`config.mk`:
```
export PLATFORM = sky130hd
export DESIGN_NAME = prescaled_timer
export DESIGN_NICKNAME = d
export VERILOG_FILES = /design/src/rtl/prescaled_timer.sv
export SDC_FILE = /design/constraint.sdc
export NUM_CORES = 1
export LEC_CHECK = 0
export BUFFER_PORTS_ARGS = -buffer_cell sky130_fd_sc_hd__buf_2
export CORE_ASPECT_RATIO = 0.9
export CORE_UTILIZATION = 30
export CTS_CLUSTER_DIAMETER = 30
export CTS_CLUSTER_SIZE = 28
export DETAILED_ROUTE_END_ITERATION = 8
export HOLD_SLACK_MARGIN = 0.03
export PLACE_DENSITY = 0.44
export SETUP_SLACK_MARGIN = 0.1
export SYNTH_ARGS = -nofsm -noshare
export SYNTH_HDL_FRONTEND = slang
export SYNTH_SLANG_ARGS = --single-unit
```
`constraint.sdc`:
```
create_clock -name clk -period 2.3 [get_ports clk]
set_input_delay 0.46 -clock clk [delete_from_list [all_inputs] [get_ports clk]]
set_output_delay 0.46 -clock clk [all_outputs]
set_load 0.02 [all_outputs]
```
`src/rtl/prescaled_timer.sv`:
```
// Programmable down-counter clocked by rising edges of a prescaler wave sampled on clk.
// Optional sticky interrupt when PRESCALED_TIMER_IRQ_STICKY_EN is defined.
module prescaled_timer #(
  parameter int WIDTH = 8
) (
  input  logic             clk,
  input  logic             rst_n,
  input  logic             tick_in,
  input  logic             start,
  input  logic             stop,
  input  logic             clear,
  input  logic             periodic,
  input  logic [WIDTH-1:0] load_val,
`ifdef PRESCALED_TIMER_IRQ_STICKY_EN
  input  logic             irq_clr,
  output logic             irq,
`endif
  output logic [WIDTH-1:0] count,
  output logic             busy,
  output logic             done,
  output logic             err
);

  typedef enum logic [1:0] {
    S_IDLE  = 2'd0,
    S_RUN   = 2'd1,
    S_PAUSE = 2'd2,
    S_DONE  = 2'd3
  } state_t;

  state_t           state_q, state_d;
  logic [WIDTH-1:0] count_d;
  logic [WIDTH-1:0] reload_q, reload_d;
  logic             mode_q, mode_d;
  logic             tick_prev;
  logic             tick_rise;
  logic             done_d, err_d, busy_d;

  assign tick_rise = tick_in & ~tick_prev;

  // Handshake: start/stop/clear are level requests sampled each clk edge,
  // resolved in priority order clear > stop > start > tick_rise.
  always_comb begin
    state_d  = state_q;
    count_d  = count;
    reload_d = reload_q;
    mode_d   = mode_q;
    done_d   = 1'b0;
    err_d    = 1'b0;
    if (clear) begin
      state_d = S_IDLE;
      count_d = '0;
    end else if (stop && state_q == S_RUN) begin
      state_d = S_PAUSE;
    end else if (start && (state_q == S_IDLE || state_q == S_DONE)) begin
      if (load_val != '0) begin
        count_d  = load_val;
        reload_d = load_val;
        mode_d   = periodic;
        state_d  = S_RUN;
      end else begin
        err_d = 1'b1;
      end
    end else if (start && state_q == S_PAUSE) begin
      state_d = S_RUN;
    end else if (tick_rise && state_q == S_RUN) begin
      if (count > WIDTH'(1)) begin
        count_d = count - WIDTH'(1);
      end else begin
        count_d = mode_q ? reload_q : '0;
        done_d  = 1'b1;
        if (!mode_q) state_d = S_DONE;
      end
    end
    busy_d = (state_d == S_RUN) || (state_d == S_PAUSE);
  end

  always_ff @(posedge clk or negedge rst_n) begin
    if (!rst_n) begin
      state_q   <= S_IDLE;
      count     <= '0;
      reload_q  <= '0;
      mode_q    <= 1'b0;
      tick_prev <= 1'b0;
      busy      <= 1'b0;
      done      <= 1'b0;
      err       <= 1'b0;
    end else begin
      state_q   <= state_d;
      count     <= count_d;
      reload_q  <= reload_d;
      mode_q    <= mode_d;
      tick_prev <= tick_in;
      busy      <= busy_d;
      done      <= done_d;
      err       <= err_d;
    end
  end

`ifdef PRESCALED_TIMER_IRQ_STICKY_EN
  // A done pulse sets irq even if irq_clr is high in the same cycle.
  always_ff @(posedge clk or negedge rst_n) begin
    if (!rst_n) irq <= 1'b0;
    else        irq <= done | (irq & ~irq_clr);
  end
`endif

endmodule

```
# [Word-level counts from Yosys, hierarchy flattened]
# Index checks and enable logic that the tools add are counted.
[op_classes] n_shift=0 n_div=0 multipliers=0 eq_ne=8 n_bitwise=4 order_cmp=1 n_reduce_logical=11 mux=26 n_addsub=1
[op_table] operator="two-way mux 8 bit" count=8
[op_table] operator="two-way mux 2 bit" count=8
[op_table] operator="two-way mux 1 bit" count=10
[op_table] operator="greater-than comparator 8 x 1 -> 1 bit (second input constant)" count=1
[op_table] operator="AND reduction 4 bit" count=2
[op_table] operator="nonzero test 8 bit" count=1
[op_table] operator="subtractor 8 x 1 -> 8 bit (second input constant)" count=1
[op_table] operator="equality test 2 bit (second input constant)" count=3
[op_table] operator="equality test 2 x 1 -> 1 bit (second input constant)" count=2
[op_table] operator="logical AND 1 bit" count=4
[op_table] operator="inequality test 3 x 2 -> 1 bit (second input constant)" count=1
[op_table] operator="inequality test 3 bit (second input constant)" count=1
[op_table] operator="NOT 1 bit" count=3
[op_table] operator="nonzero test 3 bit" count=1
[op_table] operator="zero test 2 bit" count=1
[op_table] operator="logical OR 1 bit" count=2
[op_table] operator="inequality test 2 bit (second input constant)" count=1
[op_table] operator="bitwise AND 1 bit" count=1
[word_totals] mem_bits_rw=0 memories=0 register_bits=23 in_bits=15 romBits=0 latch_bits=0 out_inout_bits=11

# [Logic depth before layout (Yosys ltp)]
# Gate-level depths: netlist of run 1.
[depth] ltp_word=10 mapped_depth=8

# [Worst setup path before layout of run 1]
# OpenSTA, ideal clock, no wires.
[synth_timing] path_kind="register to register" startpoint="reg count[0]" endpoint="reg count[5]" setup_ns=0.122 t_arrival_ns=1.803 required_time_ns=2.178 slack_ns=0.375 path_buffers=1 path_stages_with_launch=9 cell_sequence="dfrtp_1 inv_1 ha_1 or2_1 and3_1 buf_2 a31oi_1 o21ai_0 a32o_1"
[synth_via] elab_chain_cells=7 elab_cells_between_ends=8 cone_classes="add/sub: 1; order compare: 1; mux: 6"
[synth_lines] element="start: declaration" line_no="18" text="output logic [WIDTH-1:0] count,"
[synth_lines] element="start signal: assignment" line_no="90" text="count <= count_d;"
[synth_lines] element="subtractor 8 x 1 -> 8 bit / greater-than comparator 8 x 1 -> 1 bit (equally long branches)" line_no="68, 67"
[synth_lines] element="two-way mux 8 bit (*)" line_no="67" text="if (count > WIDTH'(1)) begin"
[synth_lines] element="two-way mux 8 bit (*)" line_no="66" text="end else if (tick_rise && state_q == S_RUN) begin"
[synth_lines] element="two-way mux 8 bit (*)" line_no="64" text="end else if (start && state_q == S_PAUSE) begin"
[synth_lines] element="two-way mux 8 bit (*)" line_no="55" text="end else if (start && (state_q == S_IDLE || state_q == S_DONE)) begin"
[synth_lines] element="two-way mux 8 bit (*)" line_no="53" text="end else if (stop && state_q == S_RUN) begin"
[synth_lines] element="two-way mux 8 bit (*)" line_no="50" text="if (clear) begin"
# Mark *: on every way between the ends. The rest lies on a longest branch, timed or not. The select of a mux whose other input is x is not followed.
# A chain may end at the register's enable or synchronous reset.

# [Final worst setup path of run 1]
[layout_timing] startpoint="reg state_q[0]" endpoint="reg count[6]"
[layout_via] elab_chain_cells=6 elab_cells_between_ends=17 cone_classes="eq/ne: 6; mux: 3; reduce/logical: 8"
[layout_lines] element="start: declaration" line_no="31" text="state_t state_q, state_d;"
[layout_lines] element="start signal: assignment" line_no="89" text="state_q <= state_d;"
[layout_lines] element="equality test 2 bit / zero test 2 bit (equally long branches)" line_no="55"
[layout_lines] element="logical OR 1 bit" line_no="55"
[layout_lines] element="logical AND 1 bit" line_no="55"
[layout_lines] element="two-way mux 8 bit" line_no="55"
[layout_lines] element="two-way mux 8 bit" line_no="53"
[layout_lines] element="two-way mux 8 bit" line_no="50"
# Parallel ways exist; a longest one is shown, timed or not. The select of a mux whose other input is x is not followed.

==> impl_metrics.env, run 1 <==
export IMPL_slew_limit_headroom_pct=64.8
export IMPL_port_buffers=25
export IMPL_dp_hpwl_um=2750
export IMPL_syn_mean_instance_area_um2=9.55
export IMPL_yosys_top_cells_area="dfrtp_1 (42%), mux2_2 (6.6%), ha_1 (3.7%)"
export IMPL_drcViolationCount=0
export IMPL_grt_busiest_layer="met1"
export IMPL_critPathBufInv=1
export IMPL_globalRouteOverflowTotal=0
export IMPL_synth_top_cell_area_share_pct=42.1
export IMPL_met3_usage_pct=4.27
export IMPL_num_rows=22
export IMPL_start_kind="register"
export IMPL_die_y_um=66.0
export IMPL_initial_core_util_pct=32.4
export IMPL_numCtsBuffers=3
export IMPL_grt_pass1_vias=1179
export IMPL_synth_async_reset_ratio_pct=100
export IMPL_yosysTopAreaCell="dfrtp_1"
export IMPL_antenna_left=0
export IMPL_ys_ff_latch=23
export IMPL_synth_cell_types=42
export IMPL_synth_yosys_seq_area_share_pct=42.1
export IMPL_hold_slack_ns=0.153
export IMPL_num_vias=1217
export IMPL_syn_nets=162
export IMPL_timing_final_crit_period_ns=2.03
export IMPL_wirelength_um=3650
export IMPL_gp_congestion=0.824
export IMPL_grt_max_degree=24
export IMPL_use_met2_pct=22.7
export IMPL_synthCells=143
export IMPL_tightest_slew_ns=0.528
export IMPL_slowest_delay_ns=0.42
export IMPL_hold_class="in2async"
export IMPL_status="finished, final reports clean"
export IMPL_fp_dieArea_um2=4830
export IMPL_clockBufferDepth=2
export IMPL_wl_per_cell_um=15.7
export IMPL_crit_required_ns=2.47
export IMPL_met1_usage_pct=25.3
export IMPL_h_tree_depth=1
export IMPL_io_pins=26
export IMPL_synthFlopType="dfrtp_1"
export IMPL_end_kind="register"
export IMPL_n_antenna_cell=0
export IMPL_power_density_nw_per_um2=935
export IMPL_final_layout_size_suffix_gt1_share_pct=30.2
export IMPL_cp_top_family="compound AO/OA/AOI/OAI gates"
export IMPL_max_cap_violations=0
export IMPL_worstPathArrival_ns=2.20
export IMPL_synthesis_area_um2=1370
export IMPL_cpMaxStageDelayCell="dfrtp_1"
export IMPL_grt_total_usage_pct=16.9
export IMPL_grt_setup_unrepaired="yes"
export IMPL_skew_ns=0.00389
export IMPL_grt_pass1_wl_um=6050
export IMPL_clock_latency_ns=0.27
export IMPL_vias_per_cell=5.25
export IMPL_die_width_um=73.1
export IMPL_cts_sinks=23
export IMPL_fmaxAchievable_mhz=493
export IMPL_setup_viol=0
export IMPL_holdBufCountCts=0
export IMPL_hold_viol_final=0
export IMPL_finalCritPeriodShare_pct=88.2
export IMPL_path_cells="inv_1 -> ha_1 -> o21ai_1 -> nand4b_1 -> a21o_4 -> o41ai_2"
export IMPL_crit_type="reg2reg"
export IMPL_finalNetCount=192
export IMPL_dp_cells=226
export IMPL_syn_to_final_growth_pct=21.2
export IMPL_drv_slew=0
export IMPL_leakagePower_uw=0.000724
export IMPL_ir_drop_uv=347
export IMPL_yosysWarnings=0
export IMPL_core_um2=4210
export IMPL_clk_pin_slew_worst_paths_ns=0.09
export IMPL_dr_first_iter_drc_count=59
export IMPL_crit_path_max_fanout=8
export IMPL_fillers=436
export IMPL_cts_root_buffer="clkbuf_8"
export IMPL_stdcell_count=232
export IMPL_antenna_found_initial=0
export IMPL_synth_edf_count=0
export IMPL_dr_pass1_iters=4
export IMPL_cts_tree="yes"
cells by family after synthesis:
group / Yosys count / share of synthesized area (%)
AND/OR/NAND/NOR: 52 / 20.5
AO/OA/AOI/OAI: 39 / 20.0
flip-flops: 23 / 42.1
buffers and inverters: 12 / 3.94
multiplexers: 8 / 6.59
XOR/XNOR: 5 / 3.20
adder cells (fa/ha/maj): 4 / 3.66
registers in the layout, summed over array words and instances, names as in the netlist:
name and cells:
err 1, reload_q 8, count 8, busy 1
mode_q 1, tick_prev 1, state_q 2, done 1
stage by stage:
step	setup WS [ns]	utilization [%]	power, uW	cell area (um^2)	TNS, ns
after floorplan	0.375	-	1070	1370	0
after global placement	-0.0136	37.2	1270	1570	-0.0136
after detailed placement	0.0380	37.2	1260	1570	0
after CTS	0.135	38.4	1540	1620	0
after global routing	0.0574	39.3	1660	1660	0
final	0.271	39.3	1550	1660	0
routing by layer:
layer | vias up | wire length (um)
li1 | 595 | -
met1 | 575 | 1940
met2 | 41 | 1470
met3 | 6 | 187
met4 | 0 | 47
met5 | - | 0
cell usage after synthesis, drive strengths merged, types with 3 or more instances:
cell type  number
dfrtp          23
nor2           11
nand2          10
o21ai          10
nand3           9
mux2            8
a21oi           7
a31oi           5
buf             5
inv             5
nor3            5
and2            4
ha              4
xnor2           4
nor4            3
o41ai           3
path summary, 6_finish.rpt:
| kind | start | end | slack (ns) | cells past startpoint |
|---|---|---|---|---|
| worst max-delay path | state_q[0] | count[6] | 0.27 | 6 |
| worst max register to register | state_q[0] | count[6] | 0.27 | 6 |
| min in group clk | tick_in | tick_prev | 0.31 | 1 |
| worst min-delay path | rst_n | count[7] | 0.15 | 1 |
| max in group asynchronous | rst_n | count[2] | 1.79 | 1 |
| worst min register to register | reload_q[7] | reload_q[7] | 0.53 | 1 |
cell type report:
cell class / count / area [um^2] / share of cell area, %
inverter: 6 / 22.5 / 1.36
clock inverter: 1 / 7.51 / 0.453
tap: 60 / 75.1 / 4.53
clock buffer: 3 / 41.3 / 2.49
multi-input combinational: 108 / 764 / 46.1
timing repair buffer: 31 / 170 / 10.3
sequential: 23 / 576 / 34.7
where the power goes:
part | total (uW) | switching [uW] | internal, uW
Sequential | 593 | 96.1 | 497
Combinational | 687 | 389 | 298
Clock | 268 | 146 | 123
cells in the final DEF (no fill, tap or decap), types with 2 or more instances in the layout:
cell type / count
a21oi_1: 6
o31ai_1: 2
nor2_1: 11
o21a_1: 2
dfrtp_1: 23
nor3_1: 3
o211a_1: 2
o41ai_2: 2
and2_1: 3
mux2_2: 8
nand3_1: 9
clkbuf_8: 3
buf_2: 25
nor3_2: 2
ha_1: 4
a311oi_1: 2
inv_1: 5
xnor2_1: 4
a31oi_1: 5
o21ai_0: 8
nor4_1: 3
nand2_1: 10
buf_4: 6
repair_timing:
action	in CTS	in global routing
endpoints found under the hold margin	0	0
setup endpoints to repair	3	10
buffers inserted	0	2
pin swaps	0	1
resized for setup	1	5
worst reg2reg max path: cells and delay by family (launching register included):
| family | cells | cell delay, ns |
|---|---|---|
| adders and majority gates | 1 | 0.33 |
| AOI/OAI and AO/OA | 3 | 0.85 |
| and+or+nand+nor | 1 | 0.26 |
| buffers and inverters | 1 | 0.07 |
| DFF | 1 | 0.42 |
Power figures use the tool's default switching activity.
==> run 2, diff against run 1 <==
--- a/config.mk
+++ b/config.mk
@@ -5,14 +5,13 @@
 export SDC_FILE = /design/constraint.sdc
 export NUM_CORES = 1
 export LEC_CHECK = 0
-export BUFFER_PORTS_ARGS = -buffer_cell sky130_fd_sc_hd__buf_2
-export CORE_ASPECT_RATIO = 0.9
 export CORE_UTILIZATION = 30
 export CTS_CLUSTER_DIAMETER = 30
 export CTS_CLUSTER_SIZE = 28
 export DETAILED_ROUTE_END_ITERATION = 8
+export DONT_BUFFER_PORTS = 1
 export HOLD_SLACK_MARGIN = 0.03
-export PLACE_DENSITY = 0.44
+export PLACE_DENSITY = 0.4
 export SETUP_SLACK_MARGIN = 0.1
 export SYNTH_ARGS = -nofsm -noshare
 export SYNTH_HDL_FRONTEND = slang
==> impl_metrics.env, run 2 (synthesis gave the netlist of run 1 again) <==
export IMPL_cts_sinks=23
export IMPL_leakagePower_uw=0.000640
export IMPL_stdcell_count=205
export IMPL_largestRegisters="count x8, reload_q x8, state_q x2"
export IMPL_h_tree_depth=1
export IMPL_grt_max_degree=24
export IMPL_slew_limit_headroom_pct=69.9
export IMPL_finalNetCount=173
export IMPL_clock_latency_ns=0.27
export IMPL_crit_type="reg2reg"
export IMPL_drv_slew=0
export IMPL_place_area_um2=1480
export IMPL_dr_first_iter_drc_count=63
export IMPL_final_common_cell="dfrtp_1"
export IMPL_gp_congestion=0.821
export IMPL_stdcell_area_um2=1560
export IMPL_port_buffers=0
export IMPL_wirelength_um=3730
export IMPL_fp_dieArea_um2=4830
export IMPL_final_layout_size_suffix_gt1_share_pct=19.6
export IMPL_clockBufferDepth=2
export IMPL_antenna_left=0
export IMPL_setup_viol=0
export IMPL_dp_cells=199
export IMPL_syn_to_final_growth_pct=14.5
export IMPL_cts_tree="yes"
export IMPL_final_cell_mix="dfrtp_1 (23), nor2_1 (11), nand2_1 (10), buf_4 (10), nand3_1 (9)"
export IMPL_tightest_slew_ns=0.448
export IMPL_num_rows=24
export IMPL_numCtsBuffers=3
export IMPL_crit_required_ns=2.47
export IMPL_skew_ns=0.00691
export IMPL_start_kind="register"
export IMPL_drcViolationCount=0
export IMPL_p_total_uw=1520
export IMPL_hold_viol_final=0
export IMPL_globalRouteOverflowTotal=0
export IMPL_max_cap_violations=0
export IMPL_num_vias=1148
export IMPL_crit_path_max_fanout=8
export IMPL_die_y_um=69.5
export IMPL_place_ws_ns=-0.00848
export IMPL_dr_pass1_iters=4
export IMPL_io_pins=26
export IMPL_cts_root_buffer="clkbuf_8"
export IMPL_dp_hpwl_um=2880
export IMPL_ir_drop_uv=282
export IMPL_hold_class="in2reg"
export IMPL_fin_ws_ns=0.227
export IMPL_grt_total_usage_pct=16.6
export IMPL_vias_per_cell=5.60
export IMPL_die_width_um=69.5
export IMPL_worstPathArrival_ns=2.24
export IMPL_finalCritPeriodShare_pct=90.1
export IMPL_clk_pin_slew_worst_paths_ns=0.09
export IMPL_n_antenna_cell=0
export IMPL_status="finished, final reports clean"
export IMPL_grt_pass1_vias=1198
export IMPL_postCtsSetupBuffers=0
export IMPL_core_um2=4350
export IMPL_utilization_pct=35.9
export IMPL_initial_core_util_pct=31.4
export IMPL_end_kind="register"
export IMPL_wl_per_cell_um=18.2
export IMPL_grt_pass1_wl_um=6220
export IMPL_antenna_found_initial=0
export IMPL_fmaxAchievable_mhz=482
export IMPL_power_density_nw_per_um2=974
export IMPL_grt_setup_unrepaired="no"
export IMPL_timing_final_crit_period_ns=2.07
## run 2: changes by cell type in the layout (fill, tap and decap cells not counted)
cell,change
dlygate4sd3_1,+1
buf_2,-25
o41ai_1,+2
o41ai_2,-2
clkinvlp_4,-1
clkinv_2,+1
buf_12,+1
buf_4,+4
## run 2: per-stage QoR
step           TNS (ns)  hold WS (ns)
2_1_floorplan         0         0.164
3_3_place_gp          0         0.165
3_5_place_dp   -0.00848         0.165
4_1_cts               0         0.204
5_1_grt               0         0.189
6_report              0         0.212
## run 2: final timing paths
path,from,endpoint,slack (ns),cells past startpoint
setup / recovery,state_q[0],count[3],0.23,6
hold / removal,tick_in,tick_prev,0.21,0
setup reg to reg,state_q[0],count[3],0.23,6
hold reg to reg,reload_q[7],reload_q[7],0.51,1
max in group asynchronous,rst_n,err,1.55,2
min in group asynchronous,rst_n,count[4],0.61,2
## run 2: where the power goes
group | switching [uW] | internal [uW] | leakage, uW
logic | 373 | 293 | 0.000323
registers | 96.1 | 497 | 0.000292
clock network | 142 | 121 | 0.0000255
## run 2: area by class of cell
type / count / area, um^2
Timing Repair Buffer: 12 / 105
Clock inverter: 1 / 5.00
Tap cell: 52 / 65.1
Fill cell: 448 / 2790
Inverter: 6 / 22.5
Clock buffer: 3 / 41.3
Sequential cell: 23 / 576
Multi-Input combinational cell: 108 / 749
## run 2: critical path, stage by stage, from the launching register on
cell      delay [ns]
dfrtp_1         0.42
inv_1           0.07
ha_1            0.34
o21ai_1         0.20
nand4b_1        0.27
a21o_4          0.32
o41ai_1         0.35
## run 2: routing by layer
metal  GRT usage (%)  routed length, um  vias up
li1                -                  -      553
met1            23.0               1820      562
met3            4.65                212        5
met5               0                  0        -
met4            5.44                 54        0
met2            24.9               1640       28
## run 2: what timing repair did
| action | CTS | global route |
|---|---|---|
| hold buffers | 2 | 0 |
| gates cloned | 0 | 0 |
| endpoints found under the hold margin | 23 | 0 |
| pin swaps | 0 | 1 |
| gates resized for setup | 1 | 3 |
| endpoints found under the setup margin | 4 | 8 |
==> run 3, diff against run 2 <==
--- a/config.mk
+++ b/config.mk
@@ -5,6 +5,7 @@
 export SDC_FILE = /design/constraint.sdc
 export NUM_CORES = 1
 export LEC_CHECK = 0
+export CORE_ASPECT_RATIO = 0.9
 export CORE_UTILIZATION = 30
 export CTS_CLUSTER_DIAMETER = 30
 export CTS_CLUSTER_SIZE = 28
==> impl_metrics.env, run 3 (synthesis gave the netlist of run 1 again) <==
export IMPL_num_vias=1159
export IMPL_port_buffers=0
export IMPL_final_common_cell="dfrtp_1"
export IMPL_switching_power_uw=605
export IMPL_h_tree_depth=1
export IMPL_core_um2=4210
export IMPL_fillers=436
export IMPL_dp_cells=208
export IMPL_gp_congestion=0.843
export IMPL_dp_hpwl_um=2790
export IMPL_crit_path_max_fanout=9
export IMPL_wl_per_cell_um=17.1
export IMPL_num_rows=22
export IMPL_final_layout_size_suffix_gt1_share_pct=21.9
export IMPL_n_antenna_cell=0
export IMPL_clockBufferDepth=2
export IMPL_met3_usage_pct=5.64
export IMPL_crit_required_ns=2.45
export IMPL_start_kind="register"
export IMPL_place_area_um2=1490
export IMPL_cts_sinks=23
export IMPL_wirelength_um=3670
export IMPL_grt_pass1_wl_um=5910
export IMPL_cts_tree="yes"
export IMPL_ir_drop_uv=384
export IMPL_power_share_clock_pct=16.5
export IMPL_stdcell_count=215
export IMPL_die_width_um=73.1
export IMPL_globalRouteOverflowTotal=0
export IMPL_slowest_delay_ns=0.44
export IMPL_final_cell_mix="dfrtp_1 (22), buf_4 (12), nor2_1 (11), nand2_1 (10), nand3_1 (9)"
export IMPL_setup_viol=0
export IMPL_drcViolationCount=0
export IMPL_grt_pass1_vias=1161
export IMPL_tightest_slew_ns=0.400
export IMPL_cp_top_family="simple AND/OR/NAND/NOR gates"
export IMPL_grt_total_usage_pct=16.4
export IMPL_antenna_found_initial=0
export IMPL_finalCritPeriodShare_pct=87.2
export IMPL_skew_ns=0.00312
export IMPL_drv_slew=0
export IMPL_dr_pass1_iters=4
export IMPL_multi_input_comb_area_um2=759
export IMPL_stdcell_area_um2=1600
export IMPL_cpMaxStageDelayCell="dfrtp_2"
export IMPL_vias_per_cell=5.39
export IMPL_seq_power_share_pct=38.0
export IMPL_grt_busiest_layer="met2"
export IMPL_grt_setup_unrepaired="no"
export IMPL_power_frac_comb_pct=45.5
export IMPL_crit_type="reg2reg"
export IMPL_hold_slack_ns=0.216
export IMPL_seq_area_um2=577
export IMPL_use_met2_pct=23.5
export IMPL_clock_latency_ns=0.26
export IMPL_grt_max_degree=24
export IMPL_power_density_nw_per_um2=957
export IMPL_path_cells="ha_1 -> and2_1 -> nor3_1 -> and2_2 -> mux2_2"
export IMPL_worstPathArrival_ns=2.16
export IMPL_met1_usage_pct=23.4
export IMPL_leakagePower_uw=0.000649
export IMPL_die_y_um=66.0
export IMPL_timing_final_crit_period_ns=2.00
export IMPL_hold_class="in2reg"
export IMPL_clk_pin_slew_worst_paths_ns=0.08
export IMPL_io_pins=26
export IMPL_fmaxAchievable_mhz=499
export IMPL_dr_first_iter_drc_count=79
export IMPL_max_cap_violations=0
export IMPL_numCtsBuffers=3
export IMPL_antenna_left=0
export IMPL_finalNetCount=175
export IMPL_hold_viol_final=0
export IMPL_rrSetupSlack_ns=0.30
export IMPL_slew_limit_headroom_pct=73.1
export IMPL_critPathBufInv=0
export IMPL_largestRegisters="count x8, reload_q x8, state_q x2"
export IMPL_p_int_uw=926
export IMPL_p_sw_share_pct=39.5
export IMPL_fp_dieArea_um2=4830
export IMPL_status="finished, final reports clean"
export IMPL_initial_core_util_pct=32.4
export IMPL_end_kind="register"
export IMPL_syn_to_final_growth_pct=17.0
export IMPL_cts_root_buffer="clkbuf_8"
==> run 3: what timing repair did <==
action,in CTS,in global routing
pin swaps,0,2
resized for setup,2,5
hold buffers,2,0
endpoints found under the setup margin,3,14
cloned,0,0
endpoints found under the hold margin,23,0
buffers inserted,0,1
==> run 3: stage by stage <==
step	TNS [ns]	worst slack [ns]	power (uW)	util (%)
after floorplan	0	0.375	1070	-
after global placement	0	0.00267	1250	35.4
after detailed placement	-0.00536	-0.00536	1250	35.4
after CTS	0	0.135	1530	37.5
after global routing	0	0.121	1650	38.0
final	0	0.295	1530	38.0
==> run 3: worst paths after layout <==
path,start,endpoint,cells after the start
worst max-delay path,state_q[0],reload_q[3],5
worst min-delay path,tick_in,tick_prev,0
worst max register to register,state_q[0],reload_q[3],5
worst min register to register,reload_q[6],reload_q[6],1
max in group asynchronous,rst_n,state_q[0],2
min in group asynchronous,rst_n,count[7],2
==> run 3: worst reg2reg max path: cells and delay by family, from the launching register on <==
family | cells | cell delay, ns
DFF | 1 | 0.44
and+or+nand+nor | 3 | 0.84
muxes | 1 | 0.36
adders and majority gates | 1 | 0.25
==> run 3: layout make-up <==
class                           count  area share [%]
Timing Repair Buffer               14            7.51
Tap cell                           60            4.69
Inverter                            6            1.41
Clock buffer                        4            2.82
Multi-Input combinational cell    108            47.5
Sequential cell                    23            36.1
==> run 3: power by group through the flow <==
stage	Clock [uW]	Sequential [uW]	Combinational (uW)
after global routing	280	594	777
after floorplan	0	612	459
after CTS	262	580	683
final	252	582	696
after detailed placement	0	589	656
after global placement	0	589	666
==> run 3: metal layers <==
layer | share of wire, % | wire length (um)
met1 | 48 | 1760
met2 | 43 | 1560
met3 | 8.3 | 306
met4 | 1.1 | 40
met5 | 0 | 0
